`config.mk`:
```
export PLATFORM = sky130hd
export DESIGN_NAME = hazard_mac_ctrl
export DESIGN_NICKNAME = d
export VERILOG_FILES = /design/src/rtl/hazard_mac_ctrl_pkg.sv /design/src/rtl/hazard_mac_ctrl_occ.sv /design/src/rtl/hazard_mac_ctrl.sv
export SDC_FILE = /design/constraint.sdc
export NUM_CORES = 1
export LEC_CHECK = 0
export BUFFER_PORTS_ARGS = -buffer_cell sky130_fd_sc_hd__buf_2
export CAP_MARGIN = 20
export CORE_ASPECT_RATIO = 0.5
export CORE_MARGIN = 1
export CORE_UTILIZATION = 30
export DETAILED_ROUTE_END_ITERATION = 8
export HOLD_SLACK_MARGIN = 0.02
export PLACE_DENSITY = 0.53
export SYNTH_ARGS = -nofsm -noshare
export SYNTH_HDL_FRONTEND = slang
export SYNTH_SLANG_ARGS = --single-unit
```
`constraint.sdc`:
```
create_clock -name clk -period 2.7 [get_ports clk]
set_input_delay 0.135 -clock clk [delete_from_list [all_inputs] [get_ports clk]]
set_output_delay 0.135 -clock clk [all_outputs]
set_load 0.02 [all_outputs]
```
`src/rtl/hazard_mac_ctrl_pkg.sv`:
```
// Shared types and constants for the pipeline hazard / MAC sequencing controller.
package hazard_mac_ctrl_pkg;

    typedef logic [1:0] mac_op_t;

    localparam mac_op_t    MAC_NOP      = mac_op_t'(2'd0);
    localparam logic [1:0] RES_SRC_LOAD = 2'b01;

    // Occupancy counter is sized for the largest legal MAC latency.
    localparam int MAC_LAT_MAX = 16;
    localparam int CNT_W       = $clog2(MAC_LAT_MAX);

    typedef enum logic {
        HZ_IDLE = 1'b0,
        HZ_BUSY = 1'b1
    } hz_state_t;

    function automatic logic is_issue(input logic write_e, input mac_op_t op_e);
        return write_e && (op_e != MAC_NOP);
    endfunction

endpackage

```
`src/rtl/hazard_mac_ctrl_occ.sv`:
```
// MAC occupancy tracker: issue FSM plus down-counter, producing the start pulse,
// the busy flag and a sticky flag for issues attempted while the MAC is occupied.
module mac_occ_counter
    import hazard_mac_ctrl_pkg::*;
#(
    parameter int MAC_LAT = 4
) (
    input  logic      clk,
    input  logic      rst,
    input  logic      issue,
    output logic      mac_start,
    output logic      mac_busy,
    output logic      mac_err,
    output hz_state_t state_dbg
);

    // BUSY covers the MAC_LAT-1 cycles after the issue cycle.
    localparam logic [CNT_W-1:0] CNT_LOAD = (MAC_LAT > 1) ? CNT_W'(MAC_LAT - 2) : '0;
    localparam bit               MULTI    = (MAC_LAT > 1);

    hz_state_t        state, state_n;
    logic [CNT_W-1:0] cnt, cnt_n;
    logic             err_q, err_n;
    logic             start_c;

    always_ff @(posedge clk or posedge rst) begin
        if (rst) begin
            state <= HZ_IDLE;
            cnt   <= '0;
            err_q <= 1'b0;
        end else begin
            state <= state_n;
            cnt   <= cnt_n;
            err_q <= err_n;
        end
    end

    always_comb begin
        state_n = state;
        cnt_n   = cnt;
        err_n   = err_q;
        start_c = 1'b0;
        case (state)
            HZ_IDLE: begin
                if (issue) begin
                    start_c = 1'b1;
                    if (MULTI) begin
                        state_n = HZ_BUSY;
                        cnt_n   = CNT_LOAD;
                    end
                end
            end
            HZ_BUSY: begin
                // An issue here is rejected: no start, no reload, just flagged.
                if (issue) begin
                    err_n = 1'b1;
                end
                if (cnt == '0) begin
                    state_n = HZ_IDLE;
                end else begin
                    cnt_n = cnt - 1'b1;
                end
            end
            default: begin
                state_n = HZ_IDLE;
                cnt_n   = '0;
            end
        endcase
    end

    assign mac_start = start_c && !rst;
    assign mac_busy  = (state == HZ_BUSY) && !rst;
    assign mac_err   = err_q;
    assign state_dbg = state;

endmodule

```
`src/rtl/hazard_mac_ctrl.sv`:
```
// Hazard and sequencing controller for the 5-stage core: MAC-occupancy and load-use
// stalls, branch flushes, MAC issue pulse and a saturating stall-cycle counter.
module hazard_mac_ctrl
    import hazard_mac_ctrl_pkg::*;
#(
    parameter int MAC_LAT = 4,
    parameter int REG_AW  = 5,
    parameter int PERF_W  = 16
) (
    input  logic              clk,
    input  logic              rst,
    input  logic              mac_write_e,
    input  mac_op_t           mac_op_e,
    input  logic              mac_use_d,
    input  logic [1:0]        result_src_e,
    input  logic [REG_AW-1:0] rd_e,
    input  logic [REG_AW-1:0] rs1_d,
    input  logic [REG_AW-1:0] rs2_d,
    input  logic              pc_src_e,
    output logic              mac_start,
    output logic              mac_busy,
    output logic              stall_f,
    output logic              stall_d,
    output logic              flush_d,
    output logic              flush_e,
    output logic              mac_err,
    output logic [PERF_W-1:0] stall_cnt
);

    localparam bit MULTI = (MAC_LAT > 1);

    logic      issue;
    logic      mac_hz;
    logic      lu_hz;
    hz_state_t occ_state;

    assign issue = is_issue(mac_write_e, mac_op_e);

    mac_occ_counter #(
        .MAC_LAT (MAC_LAT)
    ) u_occ (
        .clk       (clk),
        .rst       (rst),
        .issue     (issue),
        .mac_start (mac_start),
        .mac_busy  (mac_busy),
        .mac_err   (mac_err),
        .state_dbg (occ_state)
    );

    // A D-stage MAC consumer must also wait in the issue cycle of a multi-cycle op.
    assign mac_hz = mac_use_d && ((occ_state == HZ_BUSY) || (issue && MULTI));
    assign lu_hz  = (result_src_e == RES_SRC_LOAD) && (rd_e != '0) &&
                    ((rd_e == rs1_d) || (rd_e == rs2_d));

    // Purely combinational so the enables reach the pipeline registers in-cycle.
    always_comb begin
        stall_f = 1'b0;
        stall_d = 1'b0;
        flush_d = 1'b0;
        flush_e = 1'b0;
        if (!rst) begin
            if (pc_src_e) begin
                flush_d = 1'b1;
                flush_e = 1'b1;
            end else if (mac_hz || lu_hz) begin
                stall_f = 1'b1;
                stall_d = 1'b1;
                flush_e = 1'b1;
            end
        end
    end

    always_ff @(posedge clk or posedge rst) begin
        if (rst) begin
            stall_cnt <= '0;
        end else if (stall_d && (stall_cnt != '1)) begin
            stall_cnt <= stall_cnt + 1'b1;
        end
    end

endmodule

```
## Word level (Yosys, flattened, before mapping)

Index checks and enable logic that the tools add are counted.

| word-level totals | value |
|---|---|
| bits in registers | 22 |
| input port bits | 24 |
| output and inout bits | 23 |
| logic and storage cells | 43 |

| operators by class | value |
|---|---|
| add/subtract/negate cells | 2 |
| equality and inequality tests | 6 |
| multiplexer cells | 14 |
| bitwise gates (word level) | 1 |
| reductions and logical operators | 16 |

Operators by type and width:

| operator | number |
|---|---|
| $add A16 B1 Y16 const B | 1 |
| $ne A16 B16 Y1 const B | 1 |
| $eq A5 B5 Y1 | 2 |
| $mux W1 | 10 |
| $mux W4 | 2 |
| $pmux W4 S2 | 1 |
| $logic_and A1 B1 Y1 | 7 |
| $reduce_bool A5 Y1 | 1 |
| $logic_not A4 Y1 | 1 |
| $ne A2 B2 Y1 const B | 2 |
| $reduce_and A2 Y1 | 2 |
| $sub A4 B1 Y4 const B | 1 |
| $logic_or A1 B1 Y1 | 3 |
| $eq A2 B1 Y1 const B | 1 |
| $pmux W1 S2 | 1 |
| $reduce_bool A2 Y1 | 1 |
| $logic_not A1 Y1 | 1 |
| $not A1 Y1 | 1 |

## Depth between registers and ports, before layout

Gate-level depths: netlist (run 1).

| logic depth | value |
|---|---|
| word-level depth | 9 |
| mapped depth | 7 |
| depth with buffers taken out | 7 |

## Modules after synthesis

A second synthesis (run 1) with hierarchy kept.

| second synthesis, totals | value |
|---|---|
| cell total of the unflattened synthesis | 132 |
| area total of the unflattened synthesis | 1360.1 um^2 |

By module, submodules not included:

| module | times used | cells an instance | area each (um^2) | sequential area each (um^2) |
|---|---|---|---|---|
| hazard_mac_ctrl | 1 | 100 | 1034.7 | 400.4 |
| mac_occ_counter | 1 | 32 | 325.3 | 150.1 |

## Worst setup path after synthesis (run 1)

Ideal clock, no wire load.

| path | value |
|---|---|
| path type | register to register |
| start | reg stall_cnt[7] |
| end | reg stall_cnt[15] |
| setup time | 138 ps |
| arrival | 1596 ps |
| data required time | 2562 ps |
| slack | 966 ps |
| stages on the path, launching flop included | 7 |
| path buffers | 0 |
| period minus slack after synthesis | 1734 ps |
| cell sequence | dfrtp_1 -> and3_1 -> and3_1 -> nand2_1 -> o21ai_0 -> nor4_1 -> xor2_1 |

| on the way | value |
|---|---|
| word-level cells in the longest chain between the ends | 2 |
| elaborated cells on any way between the ends | 3 |
| those cells by class | 1 x add/sub; 1 x eq/ne; 1 x reduce/logical |

RTL lines:

| what | RTL line | source |
|---|---|---|
| start: declaration | hazard_mac_ctrl.sv:27 | `output logic [PERF_W-1:0] stall_cnt` |
| start signal: assignment | hazard_mac_ctrl.sv:78 | `stall_cnt <= stall_cnt + 1'b1;` |
| parallel branches: the longest is 2 deep, another holds $add A16 B1 Y16 | n/a |  |

Parallel ways; which one is timed is not known.
A chain may end at the register's enable or synchronous reset.

## Worst setup path in the final report (run 1)

| path | value |
|---|---|
| start | reg u_occ.state (netlist: u_occ.state_dbg) |
| end | out stall_d |

| on the way | value |
|---|---|
| word-level cells in the longest chain between the ends | 6 |

RTL lines:

| what | RTL line | source |
|---|---|---|
| start: declaration | hazard_mac_ctrl_occ.sv:21 | `hz_state_t state, state_n;` |
| start signal: assignment | hazard_mac_ctrl_occ.sv:32 | `state <= state_n;` |
| $logic_or A1 B1 Y1 | hazard_mac_ctrl.sv:52 | `assign mac_hz = mac_use_d && ((occ_state == HZ_BUSY) \|\| (issue && MULTI));` |
| $logic_and A1 B1 Y1 | hazard_mac_ctrl.sv:52 |  |
| $logic_or A1 B1 Y1 | hazard_mac_ctrl.sv:66 | `end else if (mac_hz \|\| lu_hz) begin` |
| $mux W1 | hazard_mac_ctrl.sv:66 |  |
| $mux W1 | hazard_mac_ctrl.sv:63 | `if (pc_src_e) begin` |
| $mux W1 | hazard_mac_ctrl.sv:62 | `if (!rst) begin` |
| end: declaration | hazard_mac_ctrl.sv:23 | `output logic stall_d,` |

No other way between the ends.

==> results of run 1 <==
worst max-delay path, cell delays in order, from the launching register on:
cell	delay, ns
dfrtp_1	0.43
o21ai_0	0.28
nor3_1	0.12
a31oi_4	0.41
inv_1	0.10
buf_2	0.18
power by group:
part / switching [uW] / internal, uW
logic: 210 / 158
registers: 81.1 / 405
clock network: 106 / 130
synthesized netlist by cell type, types with 3 or more instances:
cell	instances
nor2_1	11
nand3_1	7
xor2_1	15
dfrtp_1	22
nor3_1	9
o21ai_0	3
nand2_1	14
inv_1	8
nor4_1	4
xnor2_1	12
metal layers:
| metal | GRT usage [%] | vias to the layer above | share of wire, % |
|---|---|---|---|
| met4 | 2.769 | 0 | 0.76 |
| met3 | 3.492 | 2 | 4.0 |
| met1 | 16.46 | 476 | 51 |
| met5 | 0 | - | 0 |
| met2 | 20.29 | 22 | 44 |
| li1 | - | 535 | - |
cell families after synthesis:
kind of cell / after synthesis / share of synthesized area [%]
and+or+nand+nor: 57 / 23.55
xor gates and xnor gates: 27 / 18.94
DFF: 22 / 44.09
AOI/OAI and AO/OA: 10 / 6.314
buffers and inverters: 10 / 3.908
adders and majority gates: 2 / 2.004
muxes: 1 / 1.202
per-stage QoR:
step	utilization (%)	cell area, um^2	power (uW)	setup slack, ns	hold slack, ns
finish	40.13	1583	1090	0.7841	0.08814
global route	40.13	1583	1189	0.5531	0.1549
CTS	40.13	1583	1111	0.7542	0.1276
detailed placement	38.74	1528	867.9	0.7175	0.4223
global placement	38.74	1528	860.5	0.7460	0.4109
floorplan	-	1249	748.2	0.9660	0.1242
area by class of cell:
class	count	area, um^2
fill	400	2361
multi-input combinational	97	649.4
sequential	22	550.5
timing repair buffer	46	230.2
tap	54	67.56
clock buffer	4	55.05
inverter	8	30.03
flip-flops by register name, summed over array words and instances (netlist names):
register         count
u_occ.state_dbg      1
u_occ.mac_err        1
u_occ.cnt            4
stall_cnt           16
how the worst max path moves through the flow:
stage	end	from
3_5_place_dp	stall_cnt[1]$_DFFE_PP0P_	rd_e[1]
3_3_place_gp	stall_cnt[1]$_DFFE_PP0P_	rd_e[1]
6_report	stall_d	u_occ.state_dbg$_DFF_PP0_
2_1_floorplan	stall_cnt[15]$_DFFE_PP0P_	stall_cnt[7]$_DFFE_PP0P_
4_1_cts	stall_d	u_occ.state_dbg$_DFF_PP0_
5_1_grt	stall_d	u_occ.state_dbg$_DFF_PP0_
==> results.py, run 1 <==
metrics = {
    "final_layout": {
        "drive_above_1_share_pct": 31.07,
        "final_cell_mix": "46 x buf_2, 22 x dfrtp_1, 15 x xor2_1",
        "nets": 204,
        "layout_commonest_cell": "buf_2",
        "final_cells": 231,
        "antennaDiodeCount": 0,
        "synthToLayoutAreaGrowth_pct": 26.75,
    },
    "detailed_routing": {
        "avgViaCountPerCell": 4.481,
        "wl_mm": 2.489,
        "postRouteAntennaNets": 0,
        "drt-wirelength-per-cell_um": 10.77,
        "dr_total_vias": 1035,
        "dr.pass1.iters": 4,
        "drt_iter0_drc": 41,
        "drc_errors": 0,
    },
    "worst_setup_path": {
        "worstSetupPathType": "register to output port",
        "startpoint_type": "register",
        "reg2reg_from": "stall_cnt[7]$_DFFE_PP0P_",
        "r2r_setup_slack_ns": 0.82,
        "crit_fanout": 16,
        "required_ns": 2.57,
        "crit_arrival_ns": 1.78,
        "r2r_end": "stall_cnt[15]$_DFFE_PP0P_",
        "cp-end-kind": "output port",
        "rr_worst_depth": 6,
    },
    "clock_tree": {
        "post_cts_buffers": 0,
        "clk_pin_slew_worst_paths_ns": 0.08,
        "cts.sinks": 22,
        "htreeDepth": 1,
        "clock_latency_ns": 0.26,
        "ctsHoldBuffers": 0,
        "cts_made_buffers": 3,
        "cts_tree": "done",
        "cts_max_path_buffers": 2,
        "cts-resized-gates": 0,
        "root_buffer": "clkbuf_8",
    },
    "global_route": {
        "grt_use_total_pct": 12.26,
        "antenna_found_initial": 0,
        "grt_pass1_wl_mm": 4.126,
        "grt_max_degree": 23,
        "gr-total-overflow": 0,
        "grt_pass1_vias": 897,
    },
    "place": {
        "place_hpwl_mm": 1.976,
        "portBuffers": 46,
        "gp_congestion": 0.7246,
        "placedCellCount": 227,
    },
    "floorplan": {
        "start_util_pct": 31.66,
        "fp-row-count": 16,
        "coreArea_um2": 3944,
        "ios": 47,
        "die_width_um": 93.24,
        "die_area_um2": 4440,
        "die_y_um": 47.62,
    },
    "timing": {
        "period_needed_ns": 1.916,
        "timing.fmax_ghz": 0.5220,
        "setup_viol": 0,
        "finalSetupTns_ns": 0,
        "fin_skew_ns": 0.002971,
        "worst_slew_pin_slew_ns": 0.8287,
        "rsz0062_at_grt": "false",
        "finalHoldViolCount": 0,
        "slew_violations": 0,
        "fin_crit_sh_pct": 70.96,
        "slew_headroom_pct": 44.69,
    },
    "pwr": {
        "leakage_uw": 0.0008325,
        "p_per_area_nw_per_um2": 688.9,
        "irDropWorstVdd_mv": 0.2040,
    },
    "run_status": {
        "status": "finished, final reports clean",
    },
    "yosys": {
        "synth_edf_count": 0,
        "yosysTopAreaCell": "dfrtp_1",
        "seq_area_frac_synth_pct": 44.09,
        "synth_ff_type": "dfrtp_1",
        "synth_cell_types": 30,
        "avgSynthCellArea_um2": 9.680,
        "synth_top_cells_by_area": "dfrtp_1 44%, xor2_1 11%, xnor2_1 8.4%",
        "synth_async_sr_flop_share_pct": 100.0,
        "synth-seq-cells": 22,
        "synth_top_area_share_pct": 44.09,
        "syn_inst": 129,
        "synth_nets": 155,
        "ys.warnings.count": 0,
        "syn-cell-area_um2": 1249,
    },
    "run": {
        "maxCapViolCount": 0,
    },
    "worst_hold_path": {
        "min_path_type": "primary input to async pin",
    },
}
Note: power is estimated with default switching activity, not from simulation.
==> run 2: changes to the inputs <==
Settings changed: ABC_AREA set to 1.
Clock period 2.7 ns to 1.7 ns, I/O delays scaled along.
==> run 2 against run 1 <==
Compared with the run above:
- synthesized cell count up 77%
- global-route usage grew 2.1 points
- synthesized area rose by 27%
- critical path type is now register to register
==> results.py, run 2 <==
metrics = {
    "run_status": {
        "status": "finished, final reports clean",
    },
    "place": {
        "portBuffers": 46,
        "gp_congestion": 0.8011,
        "placed_area_um2": 1908,
        "placedCellCount": 345,
        "place_hpwl_mm": 2.938,
    },
    "detailed_routing": {
        "dr.pass1.iters": 4,
        "drc_errors": 0,
        "avgViaCountPerCell": 4.540,
        "drt_iter0_drc": 109,
        "wl_mm": 3.915,
        "dr_total_vias": 1589,
        "drt-wirelength-per-cell_um": 11.19,
        "postRouteAntennaNets": 0,
    },
    "timing": {
        "fin_skew_ns": 0.007133,
        "period_needed_ns": 1.572,
        "fin_crit_sh_pct": 92.49,
        "finalSetupTns_ns": 0,
        "setup_viol": 0,
        "slew_headroom_pct": 70.74,
        "finalHoldViolCount": 0,
        "worst_slew_pin_slew_ns": 0.4384,
        "timing.fmax_ghz": 0.6360,
        "rsz0062_at_grt": "false",
        "slew_violations": 0,
    },
    "clock_tree": {
        "htreeDepth": 1,
        "root_buffer": "clkbuf_8",
        "cts_tree": "done",
        "cts_max_path_buffers": 2,
        "cts_made_buffers": 3,
        "clock_latency_ns": 0.27,
        "post_cts_buffers": 0,
        "clk_pin_slew_worst_paths_ns": 0.09,
        "cts.sinks": 22,
    },
    "worst_setup_path": {
        "crit_arrival_ns": 1.75,
        "cp-end-kind": "register",
        "max_stage_delay_ns": 0.41,
        "critPathSlowestCell": "dfrtp_1",
        "crit_path_frequent_cell": "nand2_1",
        "startpoint_type": "register",
        "crit_chain": "ha_1, nand2_2, nor2_4, nand4_4, nand2_1, nor2_1, nand3_1, nand2_1, nand2_1",
        "worstSetupPathType": "register to register",
        "cp.buffers_inverters": 0,
        "required_ns": 1.88,
        "cp-startpoint": "stall_cnt[0]$_DFFE_PP0P_",
        "reg2reg_from": "stall_cnt[0]$_DFFE_PP0P_",
        "crit_fanout": 9,
        "cp_top_family": "simple AND/OR/NAND/NOR gates",
    },
    "final_layout": {
        "final_cell_mix": "72 x nand2_1, 46 x buf_2, 34 x inv_1",
        "largest_reg_flops": 16,
        "final_cells": 350,
        "antennaDiodeCount": 0,
        "largestRegisters": "stall_cnt: 16 flops, u_occ.cnt: 4 flops",
        "design_area_um2": 1997,
        "synthToLayoutAreaGrowth_pct": 25.97,
        "nets": 307,
        "layout_commonest_cell": "nand2_1",
        "top_register": "stall_cnt",
        "drive_above_1_share_pct": 26.79,
    },
    "floorplan": {
        "die_width_um": 104.8,
        "ios": 47,
        "start_util_pct": 31.71,
        "die_y_um": 53.40,
        "fp-row-count": 18,
        "die_area_um2": 5597,
        "coreArea_um2": 5000,
    },
    "yosys": {
        "synth_edf_count": 0,
        "synth_most_common_cell": "nand2_1",
        "synth_common_cells": "73 x nand2_1, 34 x inv_1, 22 x dfrtp_1, 22 x nor2_1, 18 x nand3_1",
        "synth_async_sr_flop_share_pct": 100.0,
        "synth_cell_types": 29,
        "seq_area_frac_synth_pct": 34.73,
        "synth-seq-cells": 22,
        "syn-cell-area_um2": 1585,
        "synth_ff_type": "dfrtp_1",
        "ys.warnings.count": 0,
        "synth_top_area_share_pct": 34.73,
        "syn_inst": 228,
        "synth_top_cells_by_area": "dfrtp_1 35%, nand2_1 17%, inv_1 8.1%",
        "synth_nets": 254,
        "yosysTopAreaCell": "dfrtp_1",
        "avgSynthCellArea_um2": 6.953,
    },
    "global_route": {
        "grt_pass1_wl_mm": 6.313,
        "grt_use_total_pct": 14.32,
        "grt_max_degree": 26,
        "grt_pass1_vias": 1427,
        "gr-total-overflow": 0,
        "antenna_found_initial": 0,
    },
    "worst_hold_path": {
        "min_path_type": "primary input to register",
        "hp-start": "mac_op_e[0]",
    },
    "pwr": {
        "leakage_uw": 0.001117,
        "irDropWorstVdd_mv": 0.2804,
        "p_per_area_nw_per_um2": 886.8,
    },
    "run": {
        "maxCapViolCount": 0,
    },
}
-- run 2: cell types whose count changed after synthesis, sizes merged, moves of 3 or more --
cell,change
nand2,+62
xnor2,-6
nor3,-6
xor2,-11
nand3,+12
inv,+30
nor2,+12
nor4,-4
buf,+3
nand4,+15
-- run 2: layer usage --
| metal | up-vias | routed length [um] | track usage, % |
|---|---|---|---|
| met3 | 4 | 206 | 3.325 |
| met2 | 48 | 1747 | 25.39 |
| met4 | 0 | 22 | 3.286 |
| li1 | 826 | - | - |
| met5 | - | 0 | 0 |
| met1 | 711 | 1938 | 18.00 |
-- run 2: final cells by class --
class	count	area (um^2)
clock buffers	4	55.05
fillers	530	3003
inverters	38	142.6
multi-input cells	162	854.6
flip-flops and latches	22	551.8
well taps	70	87.58
repair buffers	54	305.3
-- run 2: path summary, 6_finish.rpt --
check | endpoint | slack [ns] | cells past startpoint
max in group asynchronous | stall_cnt[4]$_DFFE_PP0P_ | 0.86 | 4
min in group asynchronous | stall_cnt[8]$_DFFE_PP0P_ | 0.41 | 3
min reg2reg | u_occ.cnt[3]$_DFFE_PP0P_ | 0.47 | 1
min | u_occ.mac_err$_DFFE_PP0P_ | 0.24 | 3
max reg2reg | stall_cnt[15]$_DFFE_PP0P_ | 0.13 | 9
max | stall_cnt[15]$_DFFE_PP0P_ | 0.13 | 9
-- run 2: timing repair --
action | in CTS | in global routing
gates resized for setup | 0 | 6
setup endpoints to repair | 0 | 16
hold buffers | 1 | 0
endpoints found under the hold margin | 8 | 0
-- run 2: logic make-up after synthesis --
| kind of cell | Yosys count | synth area share (%) |
|---|---|---|
| and+or+nand+nor | 140 | 40.88 |
| DFF | 22 | 34.73 |
| buffers and inverters | 44 | 12.79 |
| xor gates and xnor gates | 10 | 5.525 |
| adders and majority gates | 2 | 1.578 |
| AOI/OAI and AO/OA | 10 | 4.500 |
-- run 2: stage by stage --
step                      hold slack (ns)  utilization, %  total power, uW  setup WS (ns)
after floorplan                   0.07423               -             1196         0.1638
after global placement             0.1751           38.16             1376        0.09122
after detailed placement           0.1739           38.16             1389        0.05775
after CTS                          0.2491           39.46             1782        0.01437
after global routing               0.2698           39.94             1903       0.003568
final                              0.2439           39.94             1771         0.1277
-- run 2: tightest hold or removal path, cell delays in order --
cell    delay [ns]
buf_2         0.07
o21a_1        0.19
a21o_1        0.13
-- run 2: report_power, final --
part | switching, uW | internal [uW] | total, uW
sequential | 98.2 | 624 | 722
clock | 187 | 207 | 394
combinational | 408 | 247 | 655
total | 693 | 1080 | 1770
